===== src/rtl/act_pwl_stream_if.sv =====
// Sample stream bundle for act_pwl_stream (input side and output side handshakes).
// in_mode is present only when ACT_PWL_TANH_MODE_EN is defined.
interface act_pwl_stream_if #(
  parameter int DATA_W = 16
) ();
  logic              in_valid;
  logic              in_ready;
  logic [DATA_W-1:0] in_data;
`ifdef ACT_PWL_TANH_MODE_EN
  logic              in_mode;
`endif
  logic              out_valid;
  logic              out_ready;
  logic [DATA_W-1:0] out_data;

`ifdef ACT_PWL_TANH_MODE_EN
  modport master (output in_valid, in_data, in_mode, out_ready,
                  input  in_ready, out_valid, out_data);
  modport slave  (input  in_valid, in_data, in_mode, out_ready,
                  output in_ready, out_valid, out_data);
`else
  modport master (output in_valid, in_data, out_ready,
                  input  in_ready, out_valid, out_data);
  modport slave  (input  in_valid, in_data, out_ready,
                  output in_ready, out_valid, out_data);
`endif
endinterface


===== src/rtl/act_pwl_stream.sv =====
// Streaming 3-stage piecewise-linear activation with a programmable slope/bias table.
// Optional tanh mode (2*sigmoid(2x)-1) is enabled by defining ACT_PWL_TANH_MODE_EN.
module act_pwl_stream #(
  parameter int DATA_W     = 16,
  parameter int FRAC_W     = 9,
  parameter int RANGE_BITS = 3,
  parameter int SEG_BITS   = 6,
  parameter int COEF_W     = 16
) (
  input  logic                     clk,
  input  logic                     rst,
  act_pwl_stream_if.slave          s,
  input  logic                     cfg_we,
  input  logic [SEG_BITS-1:0]      cfg_addr,
  input  logic signed [COEF_W-1:0] cfg_slope,
  input  logic signed [COEF_W-1:0] cfg_bias,
  input  logic                     clr_cnt,
  output logic [15:0]              clamp_cnt
);
  localparam int XW     = RANGE_BITS + FRAC_W + 1;
  localparam int DX_W   = XW - SEG_BITS;
  localparam int NSEG   = 1 << SEG_BITS;
  localparam int PROD_W = COEF_W + DX_W + 1;
  localparam int SUM_W  = COEF_W + 2;
  localparam int RES_W  = SUM_W + 2;
  localparam logic signed [DATA_W-1:0] X_MAX = DATA_W'((1 << (XW - 1)) - 1);
  localparam logic signed [DATA_W-1:0] X_MIN = DATA_W'(-(1 << (XW - 1)));
  localparam logic signed [RES_W-1:0]  Y_MAX = RES_W'((1 << (DATA_W - 1)) - 1);
  localparam logic signed [RES_W-1:0]  Y_MIN = RES_W'(-(1 << (DATA_W - 1)));

  logic signed [COEF_W-1:0] slope_q [NSEG];
  logic signed [COEF_W-1:0] slope_d [NSEG];
  logic signed [COEF_W-1:0] bias_q  [NSEG];
  logic signed [COEF_W-1:0] bias_d  [NSEG];

  logic                     v1_q, v1_d, clp1_q, clp1_d;
  logic [SEG_BITS-1:0]      idx1_q, idx1_d;
  logic [DX_W-1:0]          dx1_q, dx1_d;
  logic                     v2_q, v2_d;
  logic signed [COEF_W-1:0] slope2_q, slope2_d, bias2_q, bias2_d;
  logic [DX_W-1:0]          dx2_q, dx2_d;
  logic                     out_valid_q, out_valid_d;
  logic [DATA_W-1:0]        out_data_q, out_data_d;
  logic [15:0]              clamp_cnt_q, clamp_cnt_d;
`ifdef ACT_PWL_TANH_MODE_EN
  logic                     mode1_q, mode1_d, mode2_q, mode2_d;
`endif

  logic                     en;
  logic signed [DATA_W-1:0] x_src, xc;
  logic                     x_clamped;
  logic [XW-1:0]            xo;
  logic signed [PROD_W-1:0] prod, prod_sh;
  logic signed [SUM_W-1:0]  y_sum;
  logic signed [RES_W-1:0]  res;
  logic [DATA_W-1:0]        y_sat;

  // The whole pipeline moves as one; a held output freezes every stage.
  assign en         = !out_valid_q || s.out_ready;
  assign s.in_ready = en;
  assign s.out_valid = out_valid_q;
  assign s.out_data  = out_data_q;
  assign clamp_cnt   = clamp_cnt_q;

  always_comb begin
    x_src     = s.in_data;
    x_clamped = 1'b0;
`ifdef ACT_PWL_TANH_MODE_EN
    if (s.in_mode) begin
      if (s.in_data[DATA_W-1] != s.in_data[DATA_W-2]) begin
        x_clamped = 1'b1;
        x_src = s.in_data[DATA_W-1] ? {1'b1, {(DATA_W-1){1'b0}}} : {1'b0, {(DATA_W-1){1'b1}}};
      end else begin
        x_src = {s.in_data[DATA_W-2:0], 1'b0};
      end
    end
`endif
    xc = x_src;
    if (x_src > X_MAX) begin
      xc        = X_MAX;
      x_clamped = 1'b1;
    end else if (x_src < X_MIN) begin
      xc        = X_MIN;
      x_clamped = 1'b1;
    end
    // Adding 2^(XW-1) to an XW-bit two's complement value just flips its sign bit.
    xo = {~xc[XW-1], xc[XW-2:0]};
  end

  always_comb begin
    prod    = PROD_W'(slope2_q) * PROD_W'($signed({1'b0, dx2_q}));
    prod_sh = prod >>> FRAC_W;
    y_sum   = SUM_W'(bias2_q) + SUM_W'(prod_sh);
    res     = RES_W'(y_sum);
`ifdef ACT_PWL_TANH_MODE_EN
    if (mode2_q) begin
      res = (RES_W'(y_sum) <<< 1) - RES_W'(1 << FRAC_W);
    end
`endif
    y_sat = res[DATA_W-1:0];
    if (res > Y_MAX) begin
      y_sat = {1'b0, {(DATA_W-1){1'b1}}};
    end else if (res < Y_MIN) begin
      y_sat = {1'b1, {(DATA_W-1){1'b0}}};
    end
  end

  always_comb begin
    slope_d     = slope_q;
    bias_d      = bias_q;
    v1_d        = v1_q;
    clp1_d      = clp1_q;
    idx1_d      = idx1_q;
    dx1_d       = dx1_q;
    v2_d        = v2_q;
    slope2_d    = slope2_q;
    bias2_d     = bias2_q;
    dx2_d       = dx2_q;
    out_valid_d = out_valid_q;
    out_data_d  = out_data_q;
    clamp_cnt_d = clamp_cnt_q;
`ifdef ACT_PWL_TANH_MODE_EN
    mode1_d     = mode1_q;
    mode2_d     = mode2_q;
`endif
    if (cfg_we) begin
      slope_d[cfg_addr] = cfg_slope;
      bias_d[cfg_addr]  = cfg_bias;
    end
    if (en) begin
      v1_d        = s.in_valid;
      clp1_d      = x_clamped;
      idx1_d      = xo[XW-1 -: SEG_BITS];
      dx1_d       = xo[DX_W-1:0];
      v2_d        = v1_q;
      slope2_d    = slope_q[idx1_q];
      bias2_d     = bias_q[idx1_q];
      dx2_d       = dx1_q;
      out_valid_d = v2_q;
      if (v2_q) begin
        out_data_d = y_sat;
      end
`ifdef ACT_PWL_TANH_MODE_EN
      mode1_d     = s.in_mode;
      mode2_d     = mode1_q;
`endif
    end
    if (clr_cnt) begin
      clamp_cnt_d = '0;
    end else if (en && v1_q && clp1_q && clamp_cnt_q != 16'hFFFF) begin
      clamp_cnt_d = clamp_cnt_q + 16'd1;
    end
  end

  always_ff @(posedge clk or posedge rst) begin
    if (rst) begin
      slope_q     <= '{default: '0};
      bias_q      <= '{default: '0};
      v1_q        <= 1'b0;
      clp1_q      <= 1'b0;
      idx1_q      <= '0;
      dx1_q       <= '0;
      v2_q        <= 1'b0;
      slope2_q    <= '0;
      bias2_q     <= '0;
      dx2_q       <= '0;
      out_valid_q <= 1'b0;
      out_data_q  <= '0;
      clamp_cnt_q <= '0;
`ifdef ACT_PWL_TANH_MODE_EN
      mode1_q     <= 1'b0;
      mode2_q     <= 1'b0;
`endif
    end else begin
      slope_q     <= slope_d;
      bias_q      <= bias_d;
      v1_q        <= v1_d;
      clp1_q      <= clp1_d;
      idx1_q      <= idx1_d;
      dx1_q       <= dx1_d;
      v2_q        <= v2_d;
      slope2_q    <= slope2_d;
      bias2_q     <= bias2_d;
      dx2_q       <= dx2_d;
      out_valid_q <= out_valid_d;
      out_data_q  <= out_data_d;
      clamp_cnt_q <= clamp_cnt_d;
`ifdef ACT_PWL_TANH_MODE_EN
      mode1_q     <= mode1_d;
      mode2_q     <= mode2_d;
`endif
    end
  end
endmodule


===== src/flat_wrapper.sv =====
// flat-port wrapper written by rule: the top's interface ports become plain ports
module act_pwl_stream_flat 
#(
  parameter int DATA_W     = 16,
  parameter int FRAC_W     = 9,
  parameter int RANGE_BITS = 3,
  parameter int SEG_BITS   = 6,
  parameter int COEF_W     = 16
)
  (clk, rst, cfg_we, cfg_addr, cfg_slope, cfg_bias, clr_cnt, clamp_cnt, s_in_valid, s_in_data, s_out_ready, s_in_ready, s_out_valid, s_out_data);
  act_pwl_stream_if #(.DATA_W(DATA_W)) s_i ();
  input  logic clk;
  input  logic rst;
  input  logic cfg_we;
  input  logic [SEG_BITS-1:0] cfg_addr;
  input  logic signed [COEF_W-1:0] cfg_slope;
  input  logic signed [COEF_W-1:0] cfg_bias;
  input  logic clr_cnt;
  output logic [15:0] clamp_cnt;
  input wire logic [$bits(s_i.in_valid)-1:0] s_in_valid;
  input wire logic [$bits(s_i.in_data)-1:0] s_in_data;
  input wire logic [$bits(s_i.out_ready)-1:0] s_out_ready;
  output wire logic [$bits(s_i.in_ready)-1:0] s_in_ready;
  output wire logic [$bits(s_i.out_valid)-1:0] s_out_valid;
  output wire logic [$bits(s_i.out_data)-1:0] s_out_data;
  assign s_i.in_valid = s_in_valid;
  assign s_i.in_data = s_in_data;
  assign s_i.out_ready = s_out_ready;
  assign s_in_ready = s_i.in_ready;
  assign s_out_valid = s_i.out_valid;
  assign s_out_data = s_i.out_data;
  act_pwl_stream #(.DATA_W(DATA_W), .FRAC_W(FRAC_W), .RANGE_BITS(RANGE_BITS), .SEG_BITS(SEG_BITS), .COEF_W(COEF_W)) u_core (.clk(clk), .rst(rst), .s(s_i), .cfg_we(cfg_we), .cfg_addr(cfg_addr), .cfg_slope(cfg_slope), .cfg_bias(cfg_bias), .clr_cnt(clr_cnt), .clamp_cnt(clamp_cnt));
endmodule

===== config.mk =====
export PLATFORM = sky130hd
export DESIGN_NAME = act_pwl_stream_flat
export DESIGN_NICKNAME = d
export VERILOG_FILES = /design/src/rtl/act_pwl_stream_if.sv /design/src/rtl/act_pwl_stream.sv /design/src/flat_wrapper.sv
export SDC_FILE = /design/constraint.sdc
export NUM_CORES = 2
export LEC_CHECK = 0
export CAP_MARGIN = 0
export CELL_PAD_IN_SITES_DETAIL_PLACEMENT = 1
export CELL_PAD_IN_SITES_GLOBAL_PLACEMENT = 1
export CORE_MARGIN = 3
export CORE_UTILIZATION = 40
export CTS_BUF_LIST = sky130_fd_sc_hd__clkbuf_8
export DETAILED_ROUTE_END_ITERATION = 8
export GPL_ROUTABILITY_DRIVEN = 0
export PLACE_DENSITY = 0.7
export SYNTH_ARGS = -nofsm -noshare
export SYNTH_HDL_FRONTEND = slang
export SYNTH_SLANG_ARGS = --single-unit

===== constraint.sdc =====
create_clock -name clk -period 184.8 [get_ports clk]
set_clock_uncertainty 0.1 [all_clocks]
set_input_delay 18.48 -clock clk [delete_from_list [all_inputs] [get_ports clk]]
set_output_delay 18.48 -clock clk [all_outputs]
set_load 0.005 [all_outputs]

==> After elaboration in Yosys (flattened, before gate mapping) <==
Index checks and enable logic that the tools add are counted.
{ "word_totals": {"output_inout_bits": 34, "reg_bits": 2136, "wordCells": 179, "inputBits": 60} }
{ "classes": {"eq_ne": 1, "add_sub_neg": 2, "bitwise": 3, "multipliers": 1, "n_mux": 18, "reduce_logical": 8, "order_cmp": 7} }
{ "ops": {"columns": ["op", "n"], "rows": [
  ["bitwise mux 1024 bit", 2],
  ["binary-select mux 16 bit (select 6 bit)", 2],
  ["two-way mux 16 bit", 9],
  ["demux 16 bit (select 6 bit)", 1],
  ["two-way mux 13 bit", 2],
  ["multiplier 16 x 8 -> 24 bit", 1],
  ["adder 16 x 15 -> 17 bit", 1],
  ["greater-than comparator 17 x 16 -> 1 bit (second input constant)", 1],
  ["< comparator 17 x 16 -> 1 bit (second input constant)", 1],
  ["adder 16 x 1 -> 16 bit (second input constant)", 1],
  ["greater-than comparator 16 x 13 -> 1 bit (second input constant)", 1],
  ["< comparator 16 x 13 -> 1 bit (second input constant)", 1],
  ["inequality test 16 bit (second input constant)", 1],
  ["greater-or-equal comparator 7 bit (second input constant)", 2],
  ["inverter 6 -> 7 bit", 2],
  ["< comparator 7 x 1 -> 1 bit (second input constant)", 1],
  ["logical AND 1 bit", 4],
  ["two-way mux 1 bit", 2],
  ["AND reduction 2 bit", 1],
  ["nonzero test 2 bit", 1],
  ["logical NOT 1 bit", 1],
  ["logical OR 1 bit", 1],
  ["inverter 1 bit", 1]
]} }

==> Depth between registers and ports, before layout <==
{ "depth": {"word_depth": 7, "ltp_mapped": 28, "depth_no_buf": 25} }

==> Worst setup path before layout <==
No wires, ideal clock.
{ "synth_path": {"path_kind": "input to output", "start": "in s_out_ready", "end": "out s_in_ready", "path_stages": 5, "arrival_ns": 19.558, "slack_ns": 146.662, "path_buffers": 3, "t_required_ns": 166.220, "cell_sequence": "nor2b_1 -> clkinv_1 -> clkbuf_1 -> clkbuf_1 -> clkbuf_1"} }
{ "synth_between": {"elab_chain_len": 1} }
{ "synth_lines": {"columns": ["item", "line", "source"], "rows": [
  ["start: declaration", "flat_wrapper.sv:22", "input wire logic [$bits(s_i.out_ready)-1:0] s_out_ready;"],
  ["logical OR 1 bit", "act_pwl_stream.sv:59", "assign en = !out_valid_q || s.out_ready;"],
  ["end: declaration", "flat_wrapper.sv:23", "output wire logic [$bits(s_i.in_ready)-1:0] s_in_ready;"]
]} }
No other way between the ends.

==> Worst setup path in the final report <==
Ends and elaborated chain as after synthesis.

==> flow_summary.json <==
{
  "status": "finished, final reports clean",
  "cts_tree": "done",
  "slew_headroom_pct": 13.3,
  "grtUsageTotal_pct": 21.0,
  "root_buffer": "clkbuf_8",
  "synthArstFlopShare_pct": 100,
  "period_needed_ns": 38.91,
  "crit_fanout": 23,
  "place_inst": 9281,
  "worst_pin_slew_ns": 1.30,
  "routed_via_density": 5.65,
  "vias": 56100,
  "postLayoutCellArea_mm2": 0.112,
  "grt_start_max_net_pins": 188,
  "wire_per_inst_um": 27.0,
  "syn_inst": 6335,
  "nets": 6534,
  "critPathMaxStageDelay_ns": 0.83,
  "cts_inserted_buffers": 370,
  "insertion_delay_ns": 1.07,
  "core-area_mm2": 0.249,
  "synth_warnings": 0,
  "critical_path.startpoint": "s_out_ready",
  "worst-r2r-cell-count": 25,
  "port_buffers": 93,
  "drv_cap": 0,
  "fin_setup_tns_ns": 0,
  "crit_path_cell_trace": "clkdlybuf4s50_1 -> nor2b_2 -> inv_2 -> clkdlybuf4s50_1",
  "synth_edf_count": 0,
  "grt_pass1_vias": 62600,
  "maxSlewViolCount": 0,
  "total_power_uw": 1400,
  "critical_path_required_ns": 166.22,
  "hold_violations": 0,
  "synth_ff_type": "dfrtp_1",
  "avgSynthCellArea_um2": 15.9,
  "critPathLaunchType": "input pin",
  "grt_setup_unrepaired": "false",
  "dp_hpwl_mm": 156,
  "yosysUniqueCellTypes": 58,
  "ys_seq_elements": 2136,
  "hold_class": "reg2reg",
  "holdPathStages": 1,
  "die-area_mm2": 0.257,
  "cts_setup_buffers": 0,
  "worstSetupPathType": "in2out",
  "drt_pass1_iterations": 5,
  "path_clk_slew_ns": 0.06,
  "grt_first_pass_wirelength_mm": 407,
  "critPathSlowestCell": "nor2b_2",
  "critPathArrivalTime_ns": 20.33,
  "fin_util_pct": 44.8,
  "hold_end": "u_core.bias_q[541]",
  "h-tree-depth": 5,
  "fin_crit_sh_pct": 21.1,
  "rows": 183,
  "finalWirelength_mm": 268,
  "min-delay-start": "u_core.bias_q[541]",
  "overflow": 0,
  "endpoint_kind": "output pin",
  "p_per_area_mw_per_mm2": 12.5,
  "fillers": 24100,
  "yosysSeqAreaShare_pct": 53.2,
  "placed_cell_area_mm2": 0.104,
  "cts-resized-gates": 0,
  "clockBufferDepth": 4,
  "crit-reg2reg-launch": "u_core.dx2_q[2]",
  "drcViolationCount": 0,
  "io_pins": 94,
  "ctsHoldBuffers": 0,
  "netlist_area_mm2": 0.100,
  "start_util_pct": 40.3,
  "finalSetupViolCount": 0,
  "cts.sinks": 2136,
  "syn-num-nets": 6546,
  "ant_nets": 0,
  "drt_iter0_markers": 3451,
  "crit-reg2reg-capture": "u_core.s.out_data[7]",
  "area_growth_pct": 11.2,
  "ir_drop_mv": 0.0125,
  "path_common_cell": "clkdlybuf4s50_1",
  "p_leak_uw": 0.0531,
  "final_layout_size_suffix_gt1_share_pct": 23.7,
  "clock.fmax_mhz": 25.7,
  "die_h_um": 507,
  "antenna_found_initial": 48,
  "fp.dieW_um": 507,
  "stdcell_count": 9939,
  "r2r_setup_slack_ns": 177.20
}
layout make-up:
class	instances	area, µm²	share of cell area (%)
Multi-Input combinational cell	3459	44300	39.7
Inverter	142	541	0.484
Clock inverter	164	841	0.753
Sequential cell	2136	53500	47.9
Antenna cell	22	55.1	0.0493
Tap cell	3330	4170	3.73
Clock buffer	472	6500	5.82
Timing Repair Buffer	214	1790	1.60
stage by stage:
stage / hold slack [ns] / setup WS [ns]
2_1_floorplan: 0.339 / 105.88
3_3_place_gp: 0.356 / 145.92
3_5_place_dp: 0.364 / 145.87
4_1_cts: 0.383 / 145.87
5_1_grt: 0.393 / 145.73
6_report: 0.378 / 145.89
flip-flops by register name, indices dropped and copies added, names as in the netlist:
register and cells:
u_core.bias2_q 16, u_core.s.out_data 16, u_core.dx2_q 7, u_core.slope_q 1024, u_core.clamp_cnt 16, u_core.s.out_valid 1
u_core.idx1_q 6, u_core.bias_q 1024, u_core.v1_q 1, u_core.slope2_q 16, u_core.clp1_q 1, u_core.v2_q 1
u_core.dx1_q 7
cells by family after synthesis:
kind of cell	count (synthesis)	share of synthesized area, %
AO/OA/AOI/OAI	145	0.882
XOR/XNOR	35	0.305
adder cells (fa/ha/maj)	151	2.52
buffers and inverters	740	2.90
flip-flops	2136	53.2
multiplexers	2753	38.4
AND/OR/NAND/NOR	375	1.77
cell usage in the layout, fill, tap and decap left out, types with 61 or more instances in the layout:
master           synthesis  layout
and2_1                  76      76
fa_1                    86      86
dfrtp_1               2136    2130
clkdlybuf4s50_1          0      61
nand2_1                163     119
buf_4                   21     112
mux2_1                1947    1947
mux2_2                 133     133
inv_1                  141     256
clkbuf_8                 0     472
ha_1                    65      65
mux4_2                 672     672
report_power, final:
group / total [µW] / switching [µW] / internal, µW / leakage [µW]
Clock: 427 / 192 / 235 / 0.00423
Sequential: 581 / 46.6 / 535 / 0.0284
Combinational: 388 / 207 / 181 / 0.0205
Total: 1400 / 446 / 950 / 0.0531
worst max path at each step:
stage / end / slack, ns / cells past startpoint
final: s_in_ready / 145.89 / 4
after floorplan: u_core.bias2_q[0] / 105.88 / 1
after global routing: s_in_ready / 145.73 / 4
after global placement: s_in_ready / 145.92 / 4
after detailed placement: s_in_ready / 145.87 / 4
after CTS: s_in_ready / 145.87 / 4
worst max-delay path: cells and delay by family:
family / cells / cell delay, ns
buffers and inverters: 3 / 1.01
and+or+nand+nor: 1 / 0.83
layer usage:
layer	up-vias	share of wire, %	global-route usage, %
met5	-	0.0086	0
met4	4	2.8	6.78
met3	448	4.7	3.71
met2	1169	49	34.5
met1	31300	44	28.2
li1	23200	-	-
cell usage after synthesis (all sizes together), types with 5 or more instances:
master / instances / area, µm²
nor2b: 7 / 43.8
nand2: 163 / 612
nand4: 5 / 31.3
clkbuf: 344 / 1290
or2: 7 / 43.8
fa: 86 / 1720
a21oi: 39 / 195
buf: 254 / 1090
inv: 141 / 529
nor3: 14 / 70.1
nand2b: 6 / 37.5
ha: 65 / 813
mux2: 2080 / 23400
o21a: 7 / 52.6
nor2: 59 / 221
dfrtp: 2136 / 53500
and3: 8 / 50.1
xor2: 13 / 114
mux4: 672 / 15100
nand3: 8 / 40.0
or3: 9 / 56.3
o31ai: 6 / 45.0
and2: 77 / 482
a21o: 6 / 45.0
a211oi: 5 / 37.5
xnor2: 22 / 193
o21ai: 51 / 255
Note: power is estimated with default switching activity, not from simulation.
